==> config.mk <==
export PLATFORM = sky130hd
export DESIGN_NAME = mc_ctrl
export DESIGN_NICKNAME = d
export VERILOG_FILES = /design/src/rtl/mips_defs.sv /design/src/rtl/mc_ctrl_dec.sv /design/src/rtl/mc_ctrl.sv
export SDC_FILE = /design/constraint.sdc
export NUM_CORES = 1
export LEC_CHECK = 0
export CELL_PAD_IN_SITES_DETAIL_PLACEMENT = 1
export CELL_PAD_IN_SITES_GLOBAL_PLACEMENT = 2
export CORE_ASPECT_RATIO = 1.4
export CORE_MARGIN = 1
export CORE_UTILIZATION = 22
export DETAILED_ROUTE_END_ITERATION = 8
export PLACE_DENSITY_LB_ADDON = 0.25
export SYNTH_ARGS = -nofsm -noshare
export SYNTH_HDL_FRONTEND = slang
export SYNTH_SLANG_ARGS = --single-unit
==> constraint.sdc <==
create_clock -name clk -period 3.45 [get_ports clk]
set_clock_uncertainty 0.2 [all_clocks]
set_input_delay 0.345 -clock clk [delete_from_list [all_inputs] [get_ports clk]]
set_output_delay 0.345 -clock clk [all_outputs]
set_load 0.01 [all_outputs]
==> src/rtl/mips_defs.sv <==
// ============================================================================
// mips_defs : opcode/funct, ALU, select and FSM state encodings shared by the
//             multi-cycle MIPS control unit, ALU and datapath.
// Revision  : 1.0
// ============================================================================
`default_nettype none

package mips_defs;

   localparam logic [5:0] OP_RTYPE = 6'b000000;
   localparam logic [5:0] OP_ORI   = 6'b001101;
   localparam logic [5:0] OP_LUI   = 6'b001111;
   localparam logic [5:0] OP_LW    = 6'b100011;
   localparam logic [5:0] OP_SW    = 6'b101011;
   localparam logic [5:0] OP_BEQ   = 6'b000100;
   localparam logic [5:0] OP_J     = 6'b000010;
   localparam logic [5:0] OP_JAL   = 6'b000011;

   localparam logic [5:0] FN_ADDU  = 6'b100001;
   localparam logic [5:0] FN_SUBU  = 6'b100011;
   localparam logic [5:0] FN_AND   = 6'b100100;
   localparam logic [5:0] FN_OR    = 6'b100101;
   localparam logic [5:0] FN_JR    = 6'b001000;

   localparam logic [2:0] ALU_ADD  = 3'd0;
   localparam logic [2:0] ALU_SUB  = 3'd1;
   localparam logic [2:0] ALU_AND  = 3'd2;
   localparam logic [2:0] ALU_OR   = 3'd3;
   localparam logic [2:0] ALU_SRL  = 3'd4;
   localparam logic [2:0] ALU_SRA  = 3'd5;

   localparam logic [1:0] PCSEL_PC4  = 2'd0;
   localparam logic [1:0] PCSEL_BR   = 2'd1;
   localparam logic [1:0] PCSEL_JUMP = 2'd2;
   localparam logic [1:0] PCSEL_REG  = 2'd3;

   localparam logic [1:0] REGDST_RT = 2'd0;
   localparam logic [1:0] REGDST_RD = 2'd1;
   localparam logic [1:0] REGDST_RA = 2'd2;

   localparam logic [1:0] WDSEL_ALU = 2'd0;
   localparam logic [1:0] WDSEL_MEM = 2'd1;
   localparam logic [1:0] WDSEL_PC  = 2'd2;

   localparam logic [1:0] EXT_ZERO  = 2'd0;
   localparam logic [1:0] EXT_SIGN  = 2'd1;
   localparam logic [1:0] EXT_LUI   = 2'd2;

   typedef enum logic [3:0] {
      S_FETCH   = 4'd0,
      S_DECODE  = 4'd1,
      S_EXE_R   = 4'd2,
      S_EXE_I   = 4'd3,
      S_WB_R    = 4'd4,
      S_WB_I    = 4'd5,
      S_MEM_ADR = 4'd6,
      S_MEM_RD  = 4'd7,
      S_MEM_WR  = 4'd8,
      S_WB_MEM  = 4'd9,
      S_BRANCH  = 4'd10,
      S_JUMP    = 4'd11,
      S_HALT    = 4'd12
   } state_t;

   typedef enum logic [3:0] {
      C_RALU = 4'd0,
      C_ORI  = 4'd1,
      C_LUI  = 4'd2,
      C_LW   = 4'd3,
      C_SW   = 4'd4,
      C_BEQ  = 4'd5,
      C_J    = 4'd6,
      C_JAL  = 4'd7,
      C_JR   = 4'd8,
      C_ILL  = 4'd9
   } iclass_t;

endpackage

`default_nettype wire

==> src/rtl/mc_ctrl_dec.sv <==
// ============================================================================
// mc_ctrl_dec : combinational decode of Op/Funct into an instruction class
//               and the ALU opcode used by R-type arithmetic.
// Revision    : 1.0
// ============================================================================
`default_nettype none

module mc_ctrl_dec
   import mips_defs::*;
(
   input  logic [5:0] op,
   input  logic [5:0] funct,
   output iclass_t    iclass,
   output logic [2:0] r_alu_op
);

   always_comb begin
      iclass   = C_ILL;
      r_alu_op = ALU_ADD;
      case (op)
         OP_RTYPE: begin
            case (funct)
               FN_ADDU: begin iclass = C_RALU; r_alu_op = ALU_ADD; end
               FN_SUBU: begin iclass = C_RALU; r_alu_op = ALU_SUB; end
               FN_AND:  begin iclass = C_RALU; r_alu_op = ALU_AND; end
               FN_OR:   begin iclass = C_RALU; r_alu_op = ALU_OR;  end
               FN_JR:   iclass = C_JR;
               default: iclass = C_ILL;
            endcase
         end
         OP_ORI:  iclass = C_ORI;
         OP_LUI:  iclass = C_LUI;
         OP_LW:   iclass = C_LW;
         OP_SW:   iclass = C_SW;
         OP_BEQ:  iclass = C_BEQ;
         OP_J:    iclass = C_J;
         OP_JAL:  iclass = C_JAL;
         default: iclass = C_ILL;
      endcase
   end

endmodule

`default_nettype wire

==> src/rtl/mc_ctrl.sv <==
// ============================================================================
// mc_ctrl : multi-cycle MIPS control FSM driving ALU opcode and all datapath
//           enables/selects from the latched IR fields and the ALU Zero flag.
// Revision: 1.0
// ============================================================================
`default_nettype none

module mc_ctrl
   import mips_defs::*;
#(
   parameter int STATE_W        = 4,
   parameter bit NOP_ON_ILLEGAL = 1'b1
) (
   input  logic               clk,
   input  logic               reset,
   input  logic [5:0]         Op,
   input  logic [5:0]         Funct,
   input  logic               Zero,
   output logic               PCWr,
   output logic [1:0]         PCSel,
   output logic               IRWr,
   output logic               RegWr,
   output logic [1:0]         RegDst,
   output logic [1:0]         WDSel,
   output logic [1:0]         ExtOp,
   output logic               ALUSrc,
   output logic [2:0]         ALUOp,
   output logic               MemWr,
   output logic               Illegal,
   output logic [STATE_W-1:0] State
);

   state_t     state_q, state_d;
   iclass_t    iclass;
   logic [2:0] r_alu_op;
   logic       pc_wr, ir_wr, reg_wr, mem_wr;

   mc_ctrl_dec u_dec (
      .op       (Op),
      .funct    (Funct),
      .iclass   (iclass),
      .r_alu_op (r_alu_op)
   );

   always_ff @(posedge clk or posedge reset) begin
      if (reset) state_q <= S_FETCH;
      else       state_q <= state_d;
   end

   always_comb begin
      state_d = S_FETCH;
      pc_wr   = 1'b0;
      ir_wr   = 1'b0;
      reg_wr  = 1'b0;
      mem_wr  = 1'b0;
      PCSel   = PCSEL_PC4;
      RegDst  = REGDST_RT;
      WDSel   = WDSEL_ALU;
      ExtOp   = EXT_ZERO;
      ALUSrc  = 1'b0;
      ALUOp   = ALU_ADD;
      Illegal = 1'b0;
      case (state_q)
         S_FETCH: begin
            ir_wr   = 1'b1;
            pc_wr   = 1'b1;
            state_d = S_DECODE;
         end
         S_DECODE: begin
            case (iclass)
               C_RALU:       state_d = S_EXE_R;
               C_ORI, C_LUI: state_d = S_EXE_I;
               C_LW, C_SW:   state_d = S_MEM_ADR;
               C_BEQ:        state_d = S_BRANCH;
               C_J, C_JAL,
               C_JR:         state_d = S_JUMP;
               default: begin
                  Illegal = 1'b1;
                  state_d = NOP_ON_ILLEGAL ? S_FETCH : S_HALT;
               end
            endcase
         end
         S_EXE_R: begin
            ALUOp   = r_alu_op;
            state_d = S_WB_R;
         end
         S_WB_R: begin
            ALUOp   = r_alu_op;
            reg_wr  = 1'b1;
            RegDst  = REGDST_RD;
            WDSel   = WDSEL_ALU;
         end
         S_EXE_I, S_WB_I: begin
            ALUSrc = 1'b1;
            // lui relies on rs being $0 so ADD passes the shifted immediate
            if (iclass == C_LUI) begin
               ExtOp = EXT_LUI;
               ALUOp = ALU_ADD;
            end else begin
               ExtOp = EXT_ZERO;
               ALUOp = ALU_OR;
            end
            if (state_q == S_WB_I) begin
               reg_wr = 1'b1;
               RegDst = REGDST_RT;
               WDSel  = WDSEL_ALU;
            end else begin
               state_d = S_WB_I;
            end
         end
         S_MEM_ADR: begin
            ALUSrc  = 1'b1;
            ExtOp   = EXT_SIGN;
            ALUOp   = ALU_ADD;
            state_d = (iclass == C_SW) ? S_MEM_WR : S_MEM_RD;
         end
         S_MEM_RD: begin
            ALUSrc  = 1'b1;
            ExtOp   = EXT_SIGN;
            ALUOp   = ALU_ADD;
            state_d = S_WB_MEM;
         end
         S_MEM_WR: begin
            ALUSrc  = 1'b1;
            ExtOp   = EXT_SIGN;
            ALUOp   = ALU_ADD;
            mem_wr  = 1'b1;
         end
         S_WB_MEM: begin
            reg_wr  = 1'b1;
            RegDst  = REGDST_RT;
            WDSel   = WDSEL_MEM;
         end
         S_BRANCH: begin
            ALUSrc  = 1'b0;
            ALUOp   = ALU_SUB;
            ExtOp   = EXT_SIGN;
            PCSel   = PCSEL_BR;
            pc_wr   = Zero;
         end
         S_JUMP: begin
            pc_wr = 1'b1;
            case (iclass)
               C_JR:  PCSel = PCSEL_REG;
               C_JAL: begin
                  PCSel  = PCSEL_JUMP;
                  reg_wr = 1'b1;
                  RegDst = REGDST_RA;
                  WDSel  = WDSEL_PC;
               end
               default: PCSel = PCSEL_JUMP;
            endcase
         end
         S_HALT:  state_d = S_HALT;
         default: state_d = S_FETCH;
      endcase
   end

   // Write strobes are masked while reset is held so nothing retires during it
   assign PCWr  = pc_wr  & ~reset;
   assign IRWr  = ir_wr  & ~reset;
   assign RegWr = reg_wr & ~reset;
   assign MemWr = mem_wr & ~reset;
   assign State = STATE_W'(state_q);

endmodule

`default_nettype wire

==> results.md <==
* Async set-reset flop share out of synthesis at 1.00
* Post-detailed-route DRC marker count at 0
* Hold_buf cts at 0
* Final net count at 169
* Remaining global-route overflow at 0
* Worst path slowest cell: clkdlybuf4s50_1
* Setup Fix Bufs, Post-CTS at 0
* # diodes at 0
* Min-delay worst type: in -> async
* Transition time at the pin with the least slew margin at 0.548 ns
* Setup CP Type: in -> out
* Family with the most delay on the worst path: buffers and inverters
* EDFF count, synth at 0
* H-tree level count at 1
* Count of vias placed by the detailed router at 1,007
* Final hold slack at 0.271 ns
* Minimum period implied by the final worst setup slack at 3.15 ns
* Crit path capture: RegWr
* Instance count on the critical path at 8
* Max VDD drop at 0.152 mV
* Per-instance average area after synthesis at 6.66 µm²
* Cells after Synth at 122
* Reg-to-reg endpoint: State[3]
* Lkg Pwr at 0.444 nW
* Routability congestion estimate at 0.753
* Max Buffers Root-to-Sink at 2
* Post-layout power at 0.000450 W
* First-pass GRT wire length at 4750 µm
* Antenna Violating Nets Remaining at 0
* Std-Cell Rows at 25
* List of cells traversed by the critical path: clkdlybuf4s50_1 > and3b_1 > mux2i_1 > or2_1 > a311oi_2 > nor2_1 > nor2_1 > clkdlybuf4s50_1
* Clock-pin slew on the worst setup and hold paths at 0.03 ns
* Kind of end point of the critical path: primary output
* Setup violation total in the final timing report at 0
* Critical Path Source: Op[3]
* Sw power at 0.000187 W
* Final HPWL from detailed placement at 2430 µm
* Data arrival, critical path at 2.61 ns
* TritonCTS Buffers at 3
* Number of DRC markers after the initial detailed-route iteration at 6
* Max-slew headroom at the worst pin at 0.635
* FMAX at 317 MHz
* Post-synth cell types at 44
* Total of buffers placed on input and output ports at 34
* Core utilization of the finished layout at 0.353
* Total routed wirelength at 2890 µm
* Max-cap violations at 0
* Die outline height at 73.9 µm
* Worst-path fanout max at 7
* Total negative slack for setup checks at 0 ns
* Status: finished, final reports clean
* Critical Path Max Stage Delay at 0.63 ns
* Fraction of the yosys area taken by sequential cells at 0.123
* Insertion delay to the later sink of the worst-skew pair at 0.21 ns
* Setup repair after global routing missed its margin: no
* Count of cells resized by post-cts repair at 0
* GR Util All Layers at 0.160
* Depth of the worst register-to-register path at 4
* Worst endpoint required time at 2.90 ns
* Antenna violations before repair at 0
* Max reg flops at 4
* Number of top-level design ports at 36
* Proportion of power drawn by the clock network at 0.213
* Leading cell types in the layout, fill and taps excluded: clkdlybuf4s50_1 (34), nor2_1 (13), nand2_1 (11)
* Register share of total power at 0.207
* Maximum number of pins on one net before global-route repair at 20
* TritonCTS clock tree: built
* Vias per inst at 5.24
* Part of the power in combinational logic at 0.580
* CTS Root Cell: clkbuf_8
* Flop-to-flop setup slack at 1.67 ns
* Die area at 3940 µm²
* Yosys warning count at 0
* Part of the cycle the worst path needs at 0.913
* Number of global-route vias before repair at 1,037
* Final Hold Viols at 0
* Net count after synthesis at 137
* Most frequent standard cell in the layout excluding fill and tap cells: clkdlybuf4s50_1
* Power per cell area at 371 nW/µm²
* Nature of the critical path startpoint: input pin
* Placeable core region at 3440 µm²
* Most common flop cell mapped by yosys: dfrtp_1
* Int Power at 0.000263 W
* Average routed wire per standard cell at 15.0 µm
* Worst R2R Start: State[1]
* Share of final-layout standard cells stronger than drive strength 1 at 0.0789
* Layout Area Growth over Synthesis at 49.5%
* Initial cell density of the core at 0.236
* Buf+Inv Stages, Crit Path at 2
* Number of sinks driven by the clock tree at 4
* Die width at 53.3 µm
* Layout filler cell count at 446
* Number of flip-flops and latches in the synthesized netlist at 4
* Post-synthesis instance area at 812 µm²
* Slew Viols, Final at 0
* Switch share at 0.416
* Length of the first detailed-routing pass in iterations at 3
worst min path at each step:
| stage | end | depth (start not counted) |
|---|---|---|
| after floorplan | State[0] | 1 |
| after global placement | State[1] | 2 |
| after detailed placement | State[0] | 2 |
| after CTS | State[2] | 2 |
| after global routing | State[2] | 2 |
| final | State[2] | 2 |
area by class of cell:
class / count / area [µm²] / area share
well taps: 40 / 50.0 / 0.0412
repair buffers: 37 / 363 / 0.299
clock buffers: 3 / 41.3 / 0.0340
multi-input cells: 105 / 648 / 0.534
flip-flops and latches: 4 / 100 / 0.0825
inverters: 3 / 11.3 / 0.00928
Yosys cell counts (2+ instances only):
cell | number | area (µm²)
a21o_1 | 2 | 15.0
nor2b_1 | 7 | 43.8
nand2b_1 | 5 | 31.3
nor3_1 | 5 | 25.0
nor3b_1 | 2 | 15.0
o21ai_1 | 2 | 10.0
nand4b_1 | 2 | 17.5
o22ai_1 | 2 | 12.5
buf_4 | 2 | 15.0
nand2_1 | 11 | 41.3
o31a_1 | 2 | 17.5
o211ai_1 | 2 | 15.0
nor2_1 | 13 | 48.8
nand3b_1 | 2 | 15.0
xnor2_1 | 2 | 17.5
nand4_1 | 2 | 12.5
clkbuf_1 | 7 | 26.3
o21ai_0 | 6 | 30.0
nand3_1 | 7 | 35.0
dfrtp_1 | 4 | 100
nor4_1 | 2 | 12.5
a21oi_1 | 9 | 45.0
inv_1 | 3 | 11.3
worst reg2reg max path: cells and delay by family (launching register included):
family | cells | cell delay [ns]
AOI/OAI and AO/OA | 2 | 0.26
DFF | 1 | 0.57
and+or+nand+nor | 2 | 0.69
kinds of logic after synthesis:
logic type / Yosys count / synth area share
xor gates and xnor gates: 2 / 0.0216
buffers and inverters: 13 / 0.0786
other: 1 / 0.00462
and+or+nand+nor: 69 / 0.476
DFF: 4 / 0.123
AOI/OAI and AO/OA: 32 / 0.284
muxes: 1 / 0.0123
per-layer routing:
| layer | routed length [µm] | track usage | vias to the layer above |
|---|---|---|---|
| met5 | 0 | 0 | - |
| met3 | 72 | 0.0186 | 2 |
| met4 | 22 | 0.0205 | 0 |
| met2 | 1680 | 0.332 | 23 |
| li1 | - | - | 506 |
| met1 | 1110 | 0.164 | 476 |
power by group through the flow:
stage                     Sequential [W]  Clock (W)  Combinational (W)
after floorplan                0.0000725          0           0.000163
after global placement         0.0000943          0           0.000262
after detailed placement       0.0000947          0           0.000266
after CTS                      0.0000944  0.0000978           0.000266
after global routing           0.0000976   0.000102           0.000291
final                          0.0000931  0.0000961           0.000261
per-stage QoR:
stage	cells	cell area, µm²	setup WS (ns)
floorplan	122	812	1.27
finish	192	1210	0.300
global route	192	1210	0.111
global placement	189	1170	0.342
detailed placement	189	1170	0.301
CTS	192	1210	0.291
Power figures use the tool's default switching activity.
==> RTL edit, RTL diff (config.mk and constraints unchanged) <==
`STATE_W`: 4 -> 6.
--- a/src/rtl/mc_ctrl.sv
+++ b/src/rtl/mc_ctrl.sv
@@ -9,5 +9,5 @@
    import mips_defs::*;
 #(
-   parameter int STATE_W        = 4,
+   parameter int STATE_W        = 6,
    parameter bit NOP_ON_ILLEGAL = 1'b1
 ) (
Ports: changed (resized State); port bits go from 36 to 38. No check against the original RTL was run, so the function may have changed too.
==> RTL edit against the original RTL <==
  * Sequential cell count unchanged
  * Wire length up 2.3%
  * Core utilization fell by 1.4 points
  * Synthesized area grew 1.8%
  * Total power rose by 1.7%
  * Sequential share of layout area decreased by 0.067 points
  * The run now ends with design-rule violations left
  * Final area rose by 0.82%
  * Combinational power increased by 2%
  * Worst setup slack worse by 40 ps
==> RTL edit: results (changes against the original RTL) <==
Status
The flow ran to the end, but the final reports show violations. The checks that failed: design-rule violations.

Final layout
The number of diodes came to 0 (unchanged). The largest registers in the layout are state_q: 4 flops. The ratio of cells with drive above 1 in the final layout is 0.0779 (-0.00103). The layout net count is 171 (+1.2%).

Setup path
The worst setup slack for register-to-register paths is 1660 ps. The worst reg-to-reg path cell count was 4 (unchanged). The arrival time of data at the critical path endpoint came to 2650 ps (+40 ps). The critical register-to-register path endpoint is state_q[0]$_DFF_PP0_. The startpoint of the most critical register-to-register path is state_q[1]$_DFF_PP0_.

Timing
The worst hold slack after final layout is 292 ps (+21.5 ps). The max-slew headroom at the worst pin is 0.632 (-0.00253). The count of final setup violators is 0 (unchanged).

Clock tree
The deepest level of the CTS H-tree was 1 (unchanged). The number of buffers inserted during clock tree synthesis is 3 (unchanged). The maximum clock insertion buffer count is 2 (unchanged).

The clock root buffer is clkbuf_8. The post-CTS setup-driven buffer insertion count was 0 (unchanged).

Placed design
The final weighted congestion of routability-driven global placement is 0.770 (+2.3%). The post-placement worst setup slack is 262 ps (-39.4 ps). The cell count after placement was 193 (+2.1%). The placed standard-cell area is 0.00118 sq mm (+0.85%). The estimated wirelength of the detail-placed design is 2.46 mm (+1.3%).

Synthesis
The share of synthesized registers carrying an async set or reset is 1.00 (unchanged). The main flop type after synthesis is dfrtp_1. By area the synthesized netlist is led by dfrtp_1 12%, nor2_1 5.9%, a21oi_1 5.4%, nor2b_1 5.3%, nand2_1 5.0%. The sequential share of the synthesized area is 0.121 (-0.00224). The number of standard cells after synthesis was 124 (+1.6%). In the synthesized netlist, the cells that appear most often are 13 x nor2_1, 11 x nand2_1, 9 x a21oi_1.

GRT
The global-route usage over all layers is 0.162 (+0.00143). The initial antenna violation count was 0 (unchanged). The maximum number of pins on one net before global-route repair is 20 (unchanged). The wire length of the first global-routing pass is 4.82 mm (+1.5%). The via count of the first global-routing pass is 1070 (+3.2%).

Route
The number of detailed-route iterations in the first pass is 6 (+3). The DRC violation count after routing came to 2 (+2). The via count normalized by instance count is 5.30 (+0.97%). The post-detailed-routing wire length was 2.95 mm (+2.3%). The DRC marker count from the first detailed-route iteration is 6 (unchanged).

The via count came to 1038 (+3.1%).

Power
The leakage power came to 0.450 nW (+1.5%). The maximum resistive drop on vdd is 178 uV (+17%).
## RTL edit: changes by cell type in the layout (fill, tap and decap cells not counted)
cell    change
conb_1      +2
## RTL edit: metal layers
layer | track usage | vias up | wire length, um
met4 | 0.0468 | 0 | 36
met2 | 0.333 | 23 | 1740
li1 | - | 509 | -
met3 | 0.0204 | 4 | 91
met5 | 0 | - | 0
met1 | 0.155 | 502 | 1090
## RTL edit: cells by family (layout without fill, tap and decap cells)
group                     after synthesis  in the layout  share of synthesized area
and+or+nand+nor                        69             69                      0.467
DFF                                     4              4                      0.121
buffers and inverters                  15             43                     0.0953
muxes                                   1              1                     0.0121
AOI/OAI and AO/OA                      32             32                      0.278
xor gates and xnor gates                2              2                     0.0212
other                                   1              3                    0.00453
## RTL edit: power by group
group / total [mW] / switching, mW / internal [mW]
sequential: 0.0935 / 0.0373 / 0.0562
combinational: 0.266 / 0.133 / 0.133
clock: 0.0984 / 0.0240 / 0.0744
## RTL edit: cell type report
class	instances	area, sq um
Tap cell	42	52.6
Sequential cell	4	100
Fill cell	468	2390
Clock buffer	3	41.3
Multi-Input combinational cell	107	656
Timing Repair Buffer	37	363
Inverter	3	11.3
## RTL edit: worst max-delay path, stage by stage
cell             delay, ps
clkdlybuf4s50_1        560
nor3_1                 390
nand3_1                210
a311oi_2               420
nor2_1                  90
nor2_1                  90
clkdlybuf4s50_1        540
## RTL edit: how the worst max path moves through the flow
stage	endpoint	depth (start not counted)	from	slack (ps)
floorplan	RegWr	7	Op[2]	1270
global placement	RegWr	7	Op[3]	320
detailed placement	RegWr	8	Op[3]	260
CTS	RegWr	8	Op[3]	260
global route	RegWr	7	Op[3]	120
finish	RegWr	7	Op[3]	260
